### src/rtl/bitbrick_fusion_pkg.sv
// Shared definitions for the bitbrick fusion sequencer: precision encodings,
// FSM states, bitbrick mode and chunk/magnitude helpers.
package bitbrick_fusion_pkg;

    localparam logic [1:0] PREC_2B = 2'b00;
    localparam logic [1:0] PREC_4B = 2'b01;
    localparam logic [1:0] PREC_8B = 2'b10;

    // The bitbrick always multiplies magnitudes; sign is restored after fusion.
    localparam logic [1:0] BB_SEL_UNSIGNED = 2'b01;

    typedef enum logic [1:0] {
        IDLE = 2'b00,
        MUL  = 2'b01,
        FIN  = 2'b10,
        OUT  = 2'b11
    } state_e;

    // Number of 2-bit chunks per operand; encoding 11 behaves like 8b.
    function automatic logic [2:0] n_chunks(input logic [1:0] prec);
        case (prec)
            PREC_2B: n_chunks = 3'd1;
            PREC_4B: n_chunks = 3'd2;
            default: n_chunks = 3'd4;
        endcase
    endfunction

    function automatic logic [7:0] prec_mask(input logic [1:0] prec);
        case (prec)
            PREC_2B: prec_mask = 8'h03;
            PREC_4B: prec_mask = 8'h0F;
            default: prec_mask = 8'hFF;
        endcase
    endfunction

    function automatic logic sign_of(input logic [7:0] val, input logic [1:0] prec);
        case (prec)
            PREC_2B: sign_of = val[1];
            PREC_4B: sign_of = val[3];
            default: sign_of = val[7];
        endcase
    endfunction

    // PREC-bit magnitude; the most negative value maps to 2^(PREC-1), which
    // still fits unsigned in PREC bits.
    function automatic logic [7:0] magnitude(input logic [7:0] val,
                                             input logic [1:0] prec,
                                             input logic       is_signed);
        logic [7:0] mask;
        logic [7:0] v;
        mask = prec_mask(prec);
        v    = val & mask;
        if (is_signed && sign_of(v, prec)) begin
            magnitude = (~v + 8'd1) & mask;
        end else begin
            magnitude = v;
        end
    endfunction

endpackage

### src/rtl/bitbrick_fusion_seq_chunk.sv
// bb_chunk_seq: walks the (i, j) chunk pairs, a-chunk i inner and w-chunk j
// outer, and reports the shift-add weight 2(i+j) of the current pair.
module bb_chunk_seq
    import bitbrick_fusion_pkg::*;
(
    input  logic       clk,
    input  logic       rst_n,
    input  logic       start_i,
    input  logic       step_i,
    input  logic [2:0] n_i,
    output logic [1:0] i_o,
    output logic [1:0] j_o,
    output logic [3:0] shift_o,
    output logic       last_pair_o
);

    logic [1:0] i_q, i_d;
    logic [1:0] j_q, j_d;
    logic       i_wrap;

    assign i_wrap      = ({1'b0, i_q} == n_i - 3'd1);
    assign last_pair_o = i_wrap && ({1'b0, j_q} == n_i - 3'd1);
    assign shift_o     = {({1'b0, i_q} + {1'b0, j_q}), 1'b0};
    assign i_o         = i_q;
    assign j_o         = j_q;

    // Next chunk pair: restart on start, otherwise advance i and carry into j.
    always_comb begin
        // NOTE: defaults assigned first so no branch leaves a latch behind.
        i_d = i_q;
        j_d = j_q;
        if (start_i) begin
            i_d = 2'd0;
            j_d = 2'd0;
        end else if (step_i) begin
            if (i_wrap) begin
                i_d = 2'd0;
                j_d = j_q + 2'd1;
            end else begin
                i_d = i_q + 2'd1;
            end
        end
    end

    // Counter registers.
    always_ff @(posedge clk or negedge rst_n) begin
        // NOTE: non-blocking assignments so every register sees pre-edge values.
        if (!rst_n) begin
            i_q <= 2'd0;
            j_q <= 2'd0;
        end else begin
            i_q <= i_d;
            j_q <= j_d;
        end
    end

endmodule

### src/rtl/bitbrick_fusion_seq.sv
// bitbrick_fusion_seq: temporal fusion of 2/4/8-bit products over one 2-bit
// bitbrick, accumulated into a signed dot product.
// Optional feature: define BITBRICK_FUSION_SAT_EN for a saturating accumulator
// with a sticky out_sat flag; otherwise the accumulator wraps.
module bitbrick_fusion_seq
    import bitbrick_fusion_pkg::*;
#(
    parameter int ACC_W = 24
) (
    input  logic             clk,
    input  logic             rst_n,
    input  logic             in_valid,
    output logic             in_ready,
    input  logic [7:0]       in_a,
    input  logic [7:0]       in_w,
    input  logic [1:0]       in_prec,
    input  logic             in_signed,
    input  logic             in_last,
    output logic [1:0]       bb_a,
    output logic [1:0]       bb_w,
    output logic [1:0]       bb_sel,
    input  logic [3:0]       bb_p,
    output logic             out_valid,
    input  logic             out_ready,
    output logic [ACC_W-1:0] out_acc,
    output logic             out_sat
);

    state_e           state_q;
    logic [7:0]       a_mag_q;
    logic [7:0]       w_mag_q;
    logic             neg_q;
    logic [1:0]       prec_q;
    logic             last_q;
    logic [15:0]      prod_q;
    logic [ACC_W-1:0] acc_q, acc_d;
    logic             sat_q, sat_d;

    logic [1:0]       ci, cj;
    logic [3:0]       shift;
    logic             last_pair;
    logic             accept;

    assign accept    = (state_q == IDLE) && in_valid;
    assign in_ready  = (state_q == IDLE);
    assign out_valid = (state_q == OUT);
    assign out_acc   = acc_q;
    assign out_sat   = sat_q;
    assign bb_sel    = BB_SEL_UNSIGNED;
    assign bb_a      = (state_q == MUL) ? a_mag_q[{ci, 1'b0} +: 2] : 2'b00;
    assign bb_w      = (state_q == MUL) ? w_mag_q[{cj, 1'b0} +: 2] : 2'b00;

    bb_chunk_seq u_chunk (
        .clk         (clk),
        .rst_n       (rst_n),
        .start_i     (accept),
        .step_i      (state_q == MUL),
        .n_i         (n_chunks(prec_q)),
        .i_o         (ci),
        .j_o         (cj),
        .shift_o     (shift),
        .last_pair_o (last_pair)
    );

    // Signed product merged into the accumulator, wrapping or clamping.
    always_comb begin
        logic [ACC_W-1:0] p_ext;
        logic [ACC_W-1:0] p_signed;
`ifdef BITBRICK_FUSION_SAT_EN
        logic [ACC_W:0]   sum;
`endif
        p_ext    = ACC_W'(prod_q);
        p_signed = neg_q ? (~p_ext + 1'b1) : p_ext;
`ifdef BITBRICK_FUSION_SAT_EN
        sum   = {acc_q[ACC_W-1], acc_q} + {p_signed[ACC_W-1], p_signed};
        acc_d = sum[ACC_W-1:0];
        sat_d = sat_q;
        if (sum[ACC_W] != sum[ACC_W-1]) begin
            acc_d = sum[ACC_W] ? {1'b1, {(ACC_W-1){1'b0}}}
                               : {1'b0, {(ACC_W-1){1'b1}}};
            sat_d = 1'b1;
        end
`else
        acc_d = acc_q + p_signed;
        sat_d = 1'b0;
`endif
    end

    // Control FSM and datapath registers: accept, shift-add, fold, release.
    always_ff @(posedge clk or negedge rst_n) begin
        if (!rst_n) begin
            state_q <= IDLE;
            a_mag_q <= 8'd0;
            w_mag_q <= 8'd0;
            neg_q   <= 1'b0;
            prec_q  <= PREC_2B;
            last_q  <= 1'b0;
            prod_q  <= 16'd0;
            acc_q   <= '0;
            sat_q   <= 1'b0;
        end else begin
            case (state_q)
                IDLE: begin
                    if (in_valid) begin
                        // in_signed only matters here; it is folded into the
                        // magnitudes and the product sign.
                        a_mag_q <= magnitude(in_a, in_prec, in_signed);
                        w_mag_q <= magnitude(in_w, in_prec, in_signed);
                        neg_q   <= in_signed &&
                                   (sign_of(in_a, in_prec) ^ sign_of(in_w, in_prec));
                        prec_q  <= in_prec;
                        last_q  <= in_last;
                        prod_q  <= 16'd0;
                        state_q <= MUL;
                    end
                end
                MUL: begin
                    prod_q <= prod_q + ({12'd0, bb_p} << shift);
                    if (last_pair) begin
                        state_q <= FIN;
                    end
                end
                FIN: begin
                    acc_q   <= acc_d;
                    sat_q   <= sat_d;
                    state_q <= last_q ? OUT : IDLE;
                end
                OUT: begin
                    if (out_ready) begin
                        acc_q   <= '0;
                        sat_q   <= 1'b0;
                        state_q <= IDLE;
                    end
                end
                default: state_q <= IDLE;
            endcase
        end
    end

endmodule

### config.mk
export PLATFORM = sky130hd
export DESIGN_NAME = bitbrick_fusion_seq
export DESIGN_NICKNAME = d
export VERILOG_FILES = /design/src/rtl/bitbrick_fusion_pkg.sv /design/src/rtl/bitbrick_fusion_seq_chunk.sv /design/src/rtl/bitbrick_fusion_seq.sv
export SDC_FILE = /design/constraint.sdc
export NUM_CORES = 1
export LEC_CHECK = 0
export BUFFER_PORTS_ARGS = -buffer_cell sky130_fd_sc_hd__buf_4
export CAP_MARGIN = 0
export CORE_MARGIN = 2
export CORE_UTILIZATION = 35
export DETAILED_ROUTE_END_ITERATION = 10
export PLACE_DENSITY = 0.51
export SLEW_MARGIN = 40
export SYNTH_ARGS = -nofsm -noshare
export SYNTH_HDL_FRONTEND = slang
export SYNTH_SLANG_ARGS = --single-unit
### constraint.sdc
create_clock -name clk -period 6.8 [get_ports clk]
set_input_delay 0.34 -clock clk [delete_from_list [all_inputs] [get_ports clk]]
set_output_delay 0.34 -clock clk [all_outputs]
set_load 0.01 [all_outputs]
==> results of run 1 <==
[critical path: stages (launching register included)]
cell and delay (ns):
dfrtp_1 0.43, or3_1 0.39, or3_1 0.34, or3_1 0.47
o31ai_1 0.28, xnor2_1 0.19, ha_1 0.31, nand2_1 0.18
or4_1 0.14, a21oi_1 0.05, nor4_1 0.65, o221ai_1 0.26
xnor2_1 0.20, o21ai_0 0.09
[area by class of cell]
cell class | instances | area, µm²
clock buffer | 10 | 229
clock inverter | 6 | 67.6
fill | 1552 | 8900
inverter | 19 | 71.3
multi-input combinational | 549 | 3640
sequential | 66 | 1650
tap | 211 | 264
timing repair buffer | 58 | 439
[how the worst max path moves through the flow]
stage                                   end  slack (ns)
floorplan           out_acc[23]$_DFFE_PN0P_        3.08
finish              out_acc[22]$_DFFE_PN0P_        2.68
detailed placement  out_acc[22]$_DFFE_PN0P_        2.70
global placement    out_acc[22]$_DFFE_PN0P_        2.80
global route        out_acc[22]$_DFFE_PN0P_        2.44
CTS                 out_acc[22]$_DFFE_PN0P_        2.69
[per-layer routing]
layer  routed length (µm)  track usage
met1                 7240        0.245
met2                 7440        0.323
met5                    0            0
met4                  278       0.0748
met3                  470       0.0293
[cell usage in the layout (no fill, tap or decap), drive strengths merged, types with 13 or more instances in the layout]
master  count
nor2       39
a21o       19
ha         45
dfrtp      66
buf        58
nand2      99
a21oi      44
xnor2      46
nand2b     13
o21ai      77
nand3      16
xor2       16
inv        19
[kinds of logic (layout without fill, tap and decap cells)]
group | count (synthesis) | in the layout | synth area share
compound gates | 202 | 202 | 0.230
xor+xnor | 62 | 62 | 0.0987
fa+ha+maj | 48 | 48 | 0.113
buf+inv | 57 | 93 | 0.0412
flops | 66 | 66 | 0.300
mux | 11 | 11 | 0.0293
other cells | 2 | 3 | 0.00136
simple gates | 223 | 223 | 0.186
[power breakdown]
group	switching [W]	internal (W)	leakage (nW)	total [W]
logic	0.00108	0.000813	1.92	0.00189
registers	0.000209	0.000550	0.857	0.000759
clock network	0.000198	0.000285	0.139	0.000482
total	0.00148	0.00165	2.91	0.00313
[Yosys cell counts, types with 7 or more instances]
cell type  instances
a21o_1            19
a21oi_1           44
and2_1             8
clkbuf_1          32
dfrtp_1           66
ha_1              45
inv_1             19
nand2_1           99
nand2b_1          13
nand3_1           16
nor2_1            39
nor2b_1           11
nor3_1            11
o21ai_0           77
o31ai_1           11
or3_1              7
xnor2_1           46
xor2_1            16
[registers in the layout, indices dropped and copies added, names as in the netlist]
| register | cells |
|---|---|
| a_mag_q | 8 |
| last_q | 1 |
| neg_q | 1 |
| out_acc | 24 |
| prec_q | 2 |
| prod_q | 16 |
| state_q | 2 |
| u_chunk.i_o | 2 |
| u_chunk.j_o | 2 |
| w_mag_q | 8 |
[metrics by stage]
step | area (µm²) | total power (W) | setup slack (ns) | std cells | hold slack (ns)
after global placement | 6050 | 0.00264 | 2.80 | 903 | 0.465
after floorplan | 5510 | 0.00214 | 3.08 | 672 | 0.0444
final | 6360 | 0.00313 | 2.68 | 919 | -0.0102
after global routing | 6360 | 0.00344 | 2.44 | 919 | 0.0387
after CTS | 6360 | 0.00316 | 2.69 | 919 | 0.0241
after detailed placement | 6060 | 0.00266 | 2.70 | 903 | 0.396
==> impl_metrics.csv, run 1 <==
group,metric,value,unit
grt,groute.usage.overall,0.191,
synth,synth_top_area_frac,0.300,
hold_path,hold_path.class,"in2async",
setup_path,cp-startpoint,"prod_q[7]$_DFFE_PN0P_",
floorplanning,die_y,129,µm
timing,slew_headroom,0.509,
outcome,violations,"hold timing",
clocking,cts_tree,"built",
pwr,ir_worst_vdd,0.000129,V
cells_and_area,finish.utilization,0.417,
detailed_routing,final_antenna_net_count,0,
cells_and_area,insertedDiodeCount,0,
synth,async_flop_share,1.00,
detailed_routing,viasPerCell,5.37,
detailed_routing,dr.pass1.iters,4,
detailed_routing,vias,4934,
setup_path,cp.required,7.01,ns
timing,setup-violations-final,0,
timing,fin_crit_sh,0.607,
cells_and_area,drive_gt1_frac,0.127,
clocking,cts_buffer_depth,2,
setup_path,cp_max_fo,6,
outcome,status,"finished with violations",
clocking,worstSkewPairLatency,0.35,ns
timing,setup-tns-final,0,ns
detailed_routing,drc_errors,0,
synth,synth_edf_count,0,
timing,hold_viol_final,12,
timing,period_minus_slack,4.12,ns
setup_path,rr_worst_depth,13,
synth,syn_avg_cell_area,8.20,µm²
timing,fmax,242,MHz
setup_path,cp-end-kind,"register",
clocking,numClockSinks,66,
clocking,postCtsHoldBufs,0,
clocking,cts_buffers,9,
synth,syn_area,0.00550,mm²
cells_and_area,final_net_count,779,
grt,antenna_found_initial,0,
cells_and_area,areaGrowthSynthToFinish,15.6,%
place,dp_hpwl,11700,µm
floorplanning,dieArea,0.0167,mm²
floorplanning,core_area,0.0153,mm²
place,io_buffer_count,57,
detailed_routing,wl,15400,µm
setup_path,path_class,"reg2reg",
floorplanning,io_pins,61,
setup_path,reg2reg_slack,2.68,ns
timing,final_max_slew_viol_count,0,
timing,fin_skew,0.00562,ns
grt,grt_overflow,0,
pwr,p_per_area,492,mW/mm²
detailed_routing,drt_iter0_drc,259,
timing,worst_slew_pin_slew,0.736,ns
grt,grt_max_degree,67,
synth,yosysUniqueCellTypes,58,
clocking,cts_resized,0,
setup_path,cp-start-kind,"register",
grt,grt_pass1_wl,24900,µm
flow_run,cap_violations,0,
setup_path,reg2reg_from,"prod_q[7]$_DFFE_PN0P_",
grt,grt_pass1_vias,4774,
setup_path,crit_arrival,4.33,ns
setup_path,r2r_end,"out_acc[22]$_DFFE_PN0P_",
clocking,clk_pin_slew,0.06,ns
clocking,postCtsSetupBuffers,0,
synth,yosys.area.top_type,"dfrtp_1",
timing,fin_hold_ws,-0.0102,ns
synth,ys_warn_count,0,
synth,ys_ff_latch,66,
place,gp_congestion,0.856,
floorplanning,die_w,129,µm
clocking,cts_max_level,3,
synth,synth_flop_cell,"dfrtp_1",
floorplanning,rows,45,
synth,synthTopCellsByArea,"dfrtp_1 30%, ha_1 10%, xnor2_1 7.3%",
clocking,cts-root-buf,"clkbuf_16",
floorplanning,initial_utilization,0.361,
timing,rsz0062_at_grt,"false",
detailed_routing,wl_per_cell,16.8,µm
synth,synthesis.instances,671,
synth,synth_seq_area_share,0.300,
pwr,leakagePower,2.91,nW
Note: power is estimated with default switching activity, not from simulation.
==> inputs of run 2 (changes only) <==
==> constraint.sdc (replaced) <==
create_clock -name clk -period 3.8 [get_ports clk]
set_input_delay 0.19 -clock clk [delete_from_list [all_inputs] [get_ports clk]]
set_output_delay 0.19 -clock clk [all_outputs]
set_load 0.01 [all_outputs]
==> run 2 against run 1 <==
Against the previous run:
- via count increased by 2.1%
- the run now ends clean
- fmax up 14%
- largest power group unchanged
- total power is 88% higher
- wire length fell by 0.69%
- flip-flop and latch count stayed put
- clock-buffer cell count up 1
- register-to-register slack worse by 2.5 ns
==> impl_metrics.csv, run 2 (synthesized netlist as in run 1, its figures left out) <==
group,metric,value,unit
clocking,cts_tree,"built",
timing,fmax,275,MHz
place,place_area,0.00629,mm²
pwr,net-switching-power,0.00274,W
grt,grt_overflow,0,
outcome,status,"finished clean",
detailed_routing,viasPerCell,5.29,
setup_path,cp-start-kind,"register",
clocking,cts-root-buf,"clkbuf_16",
pwr,p_per_area,877,mW/mm²
cells_and_area,fin_area,0.00672,mm²
setup_path,crit_chain,"or3_1 -> or3_4 -> or3_4 -> buf_6 -> o41a_2 -> ha_1 -> a21o_1 -> a31oi_2 -> o211ai_1 -> or3_1 -> and3_4 -> a211o_1",
grt,groute.usage.overall,0.192,
cells_and_area,largest_reg_flops,24,
grt,grt_pass1_wl,25100,µm
detailed_routing,dr.pass1.iters,5,
setup_path,slowest_stage,"or3_4",
cells_and_area,insertedDiodeCount,0,
timing,worst_slew_pin_slew,0.725,ns
clocking,cts_buffer_depth,2,
grt,antenna_found_initial,0,
timing,fin_skew,0.00725,ns
pwr,switching_share,0.464,
clocking,cts_max_level,3,
pwr,power_frac_comb,0.644,
timing,setup-violations-final,0,
floorplanning,dieArea,0.0167,mm²
timing,fin_crit_sh,0.956,
detailed_routing,final_antenna_net_count,0,
floorplanning,die_w,129,µm
hold_path,hold_path.class,"in2reg",
detailed_routing,wl,15300,µm
timing,rsz0062_at_grt,"false",
flow_run,cap_violations,0,
detailed_routing,vias,5037,
detailed_routing,drt_iter0_drc,258,
place,dp_hpwl,11700,µm
floorplanning,initial_utilization,0.361,
setup_path,critical_path.top_delay_family,"simple AND/OR/NAND/NOR gates",
setup_path,crit_arrival,3.86,ns
timing,hold_viol_final,0,
cells_and_area,final_net_count,813,
detailed_routing,drc_errors,0,
cells_and_area,fillCellCount,1531,
cells_and_area,layout_commonest_cell,"nand2_1",
timing,period_minus_slack,3.63,ns
floorplanning,rows,45,
setup_path,slowest_delay,0.40,ns
timing,final_max_slew_viol_count,0,
clocking,numClockSinks,66,
cells_and_area,areaGrowthSynthToFinish,22.1,%
setup_path,path_class,"reg2reg",
floorplanning,core_area,0.0153,mm²
pwr,p_seq_frac,0.218,
setup_path,cp-end-kind,"register",
clocking,cts_buffers,9,
pwr,intPower,0.00316,W
pwr,clock_power_share,0.138,
place,io_buffer_count,57,
clocking,worstSkewPairLatency,0.34,ns
setup_path,crit_buf_inv,1,
pwr,ir_worst_vdd,0.000289,V
cells_and_area,layout_common_cells,"97 x nand2_1, 89 x buf_4, 73 x o21ai_0",
pwr,leakagePower,3.10,nW
timing,slew_headroom,0.515,
setup_path,cp_max_fo,5,
floorplanning,io_pins,61,
detailed_routing,wl_per_cell,16.1,µm
timing,setup-tns-final,0,ns
setup_path,cp.required,4.02,ns
grt,grt_max_degree,67,
floorplanning,die_y,129,µm
clocking,clk_pin_slew,0.06,ns
grt,grt_pass1_vias,5038,
cells_and_area,drive_gt1_frac,0.187,
place,gp_congestion,0.895,
==> run 2: repair_timing <==
| action | 4_1_cts | 5_1_grt |
|---|---|---|
| hold endpoints to repair | 66 | 0 |
| hold buffers | 1 | 0 |
| setup buffers | 0 | 3 |
| setup endpoints to repair | 0 | 6 |
| gates resized for setup | 0 | 24 |
==> run 2: worst reg2reg max path, stage by stage, from the launching register on <==
cell	delay, ns
dfrtp_1	0.37
or3_1	0.38
or3_4	0.34
or3_4	0.40
buf_6	0.14
o41a_2	0.38
ha_1	0.24
a21o_1	0.21
a31oi_2	0.20
o211ai_1	0.12
or3_1	0.34
and3_4	0.18
a211o_1	0.23
==> run 2: worst paths after layout <==
path | start | slack (ns) | end | depth (start not counted)
max | prod_q[5]$_DFFE_PN0P_ | 0.17 | out_acc[23]$_DFFE_PN0P_ | 12
min | in_last | 0.07 | last_q$_DFFE_PN0P_ | 3
max reg2reg | prod_q[5]$_DFFE_PN0P_ | 0.17 | out_acc[23]$_DFFE_PN0P_ | 12
min reg2reg | a_mag_q[4]$_DFFE_PN0P_ | 0.48 | a_mag_q[4]$_DFFE_PN0P_ | 2
max in group asynchronous | rst_n | 2.94 | prod_q[4]$_DFFE_PN0P_ | 2
min in group asynchronous | rst_n | 0.42 | out_acc[20]$_DFFE_PN0P_ | 2
==> run 2: power by group through the flow <==
stage | logic, W | clock network (W) | registers [W]
detailed placement | 0.00370 | 0 | 0.00128
finish | 0.00379 | 0.000815 | 0.00128
CTS | 0.00371 | 0.000841 | 0.00128
global route | 0.00424 | 0.000874 | 0.00133
floorplan | 0.00259 | 0 | 0.00123
global placement | 0.00366 | 0 | 0.00127
==> run 2: per-stage QoR <==
step                instances  power [W]  hold slack, ns  worst slack [ns]  utilization
finish                    953    0.00589          0.0699             0.169        0.440
global route              953    0.00645          0.0694           0.00615        0.440
CTS                       950    0.00582          0.0579            0.0571        0.432
detailed placement        933    0.00498           0.242            0.0849        0.412
global placement          933    0.00493           0.373             0.107        0.411
floorplan                 672    0.00382          -0.106            0.0798            -
==> run 2: layout make-up <==
class                      instances  area, µm²  area share
clock inverter                     5       38.8     0.00577
clock buffer                      11        253      0.0376
inverter                          19       71.3      0.0106
sequential                        66       1650       0.246
multi-input combinational        549       3740       0.557
timing repair buffer              92        701       0.104
tap                              211        264      0.0393
==> run 2: routing by layer <==
layer	vias to the layer above	GRT usage	share of wire	wire length (µm)
met2	68	0.326	0.48	7330
met4	0	0.0537	0.012	178
met3	11	0.0347	0.026	401
met5	-	0	0	0
met1	2429	0.250	0.48	7410
li1	2529	-	-	-
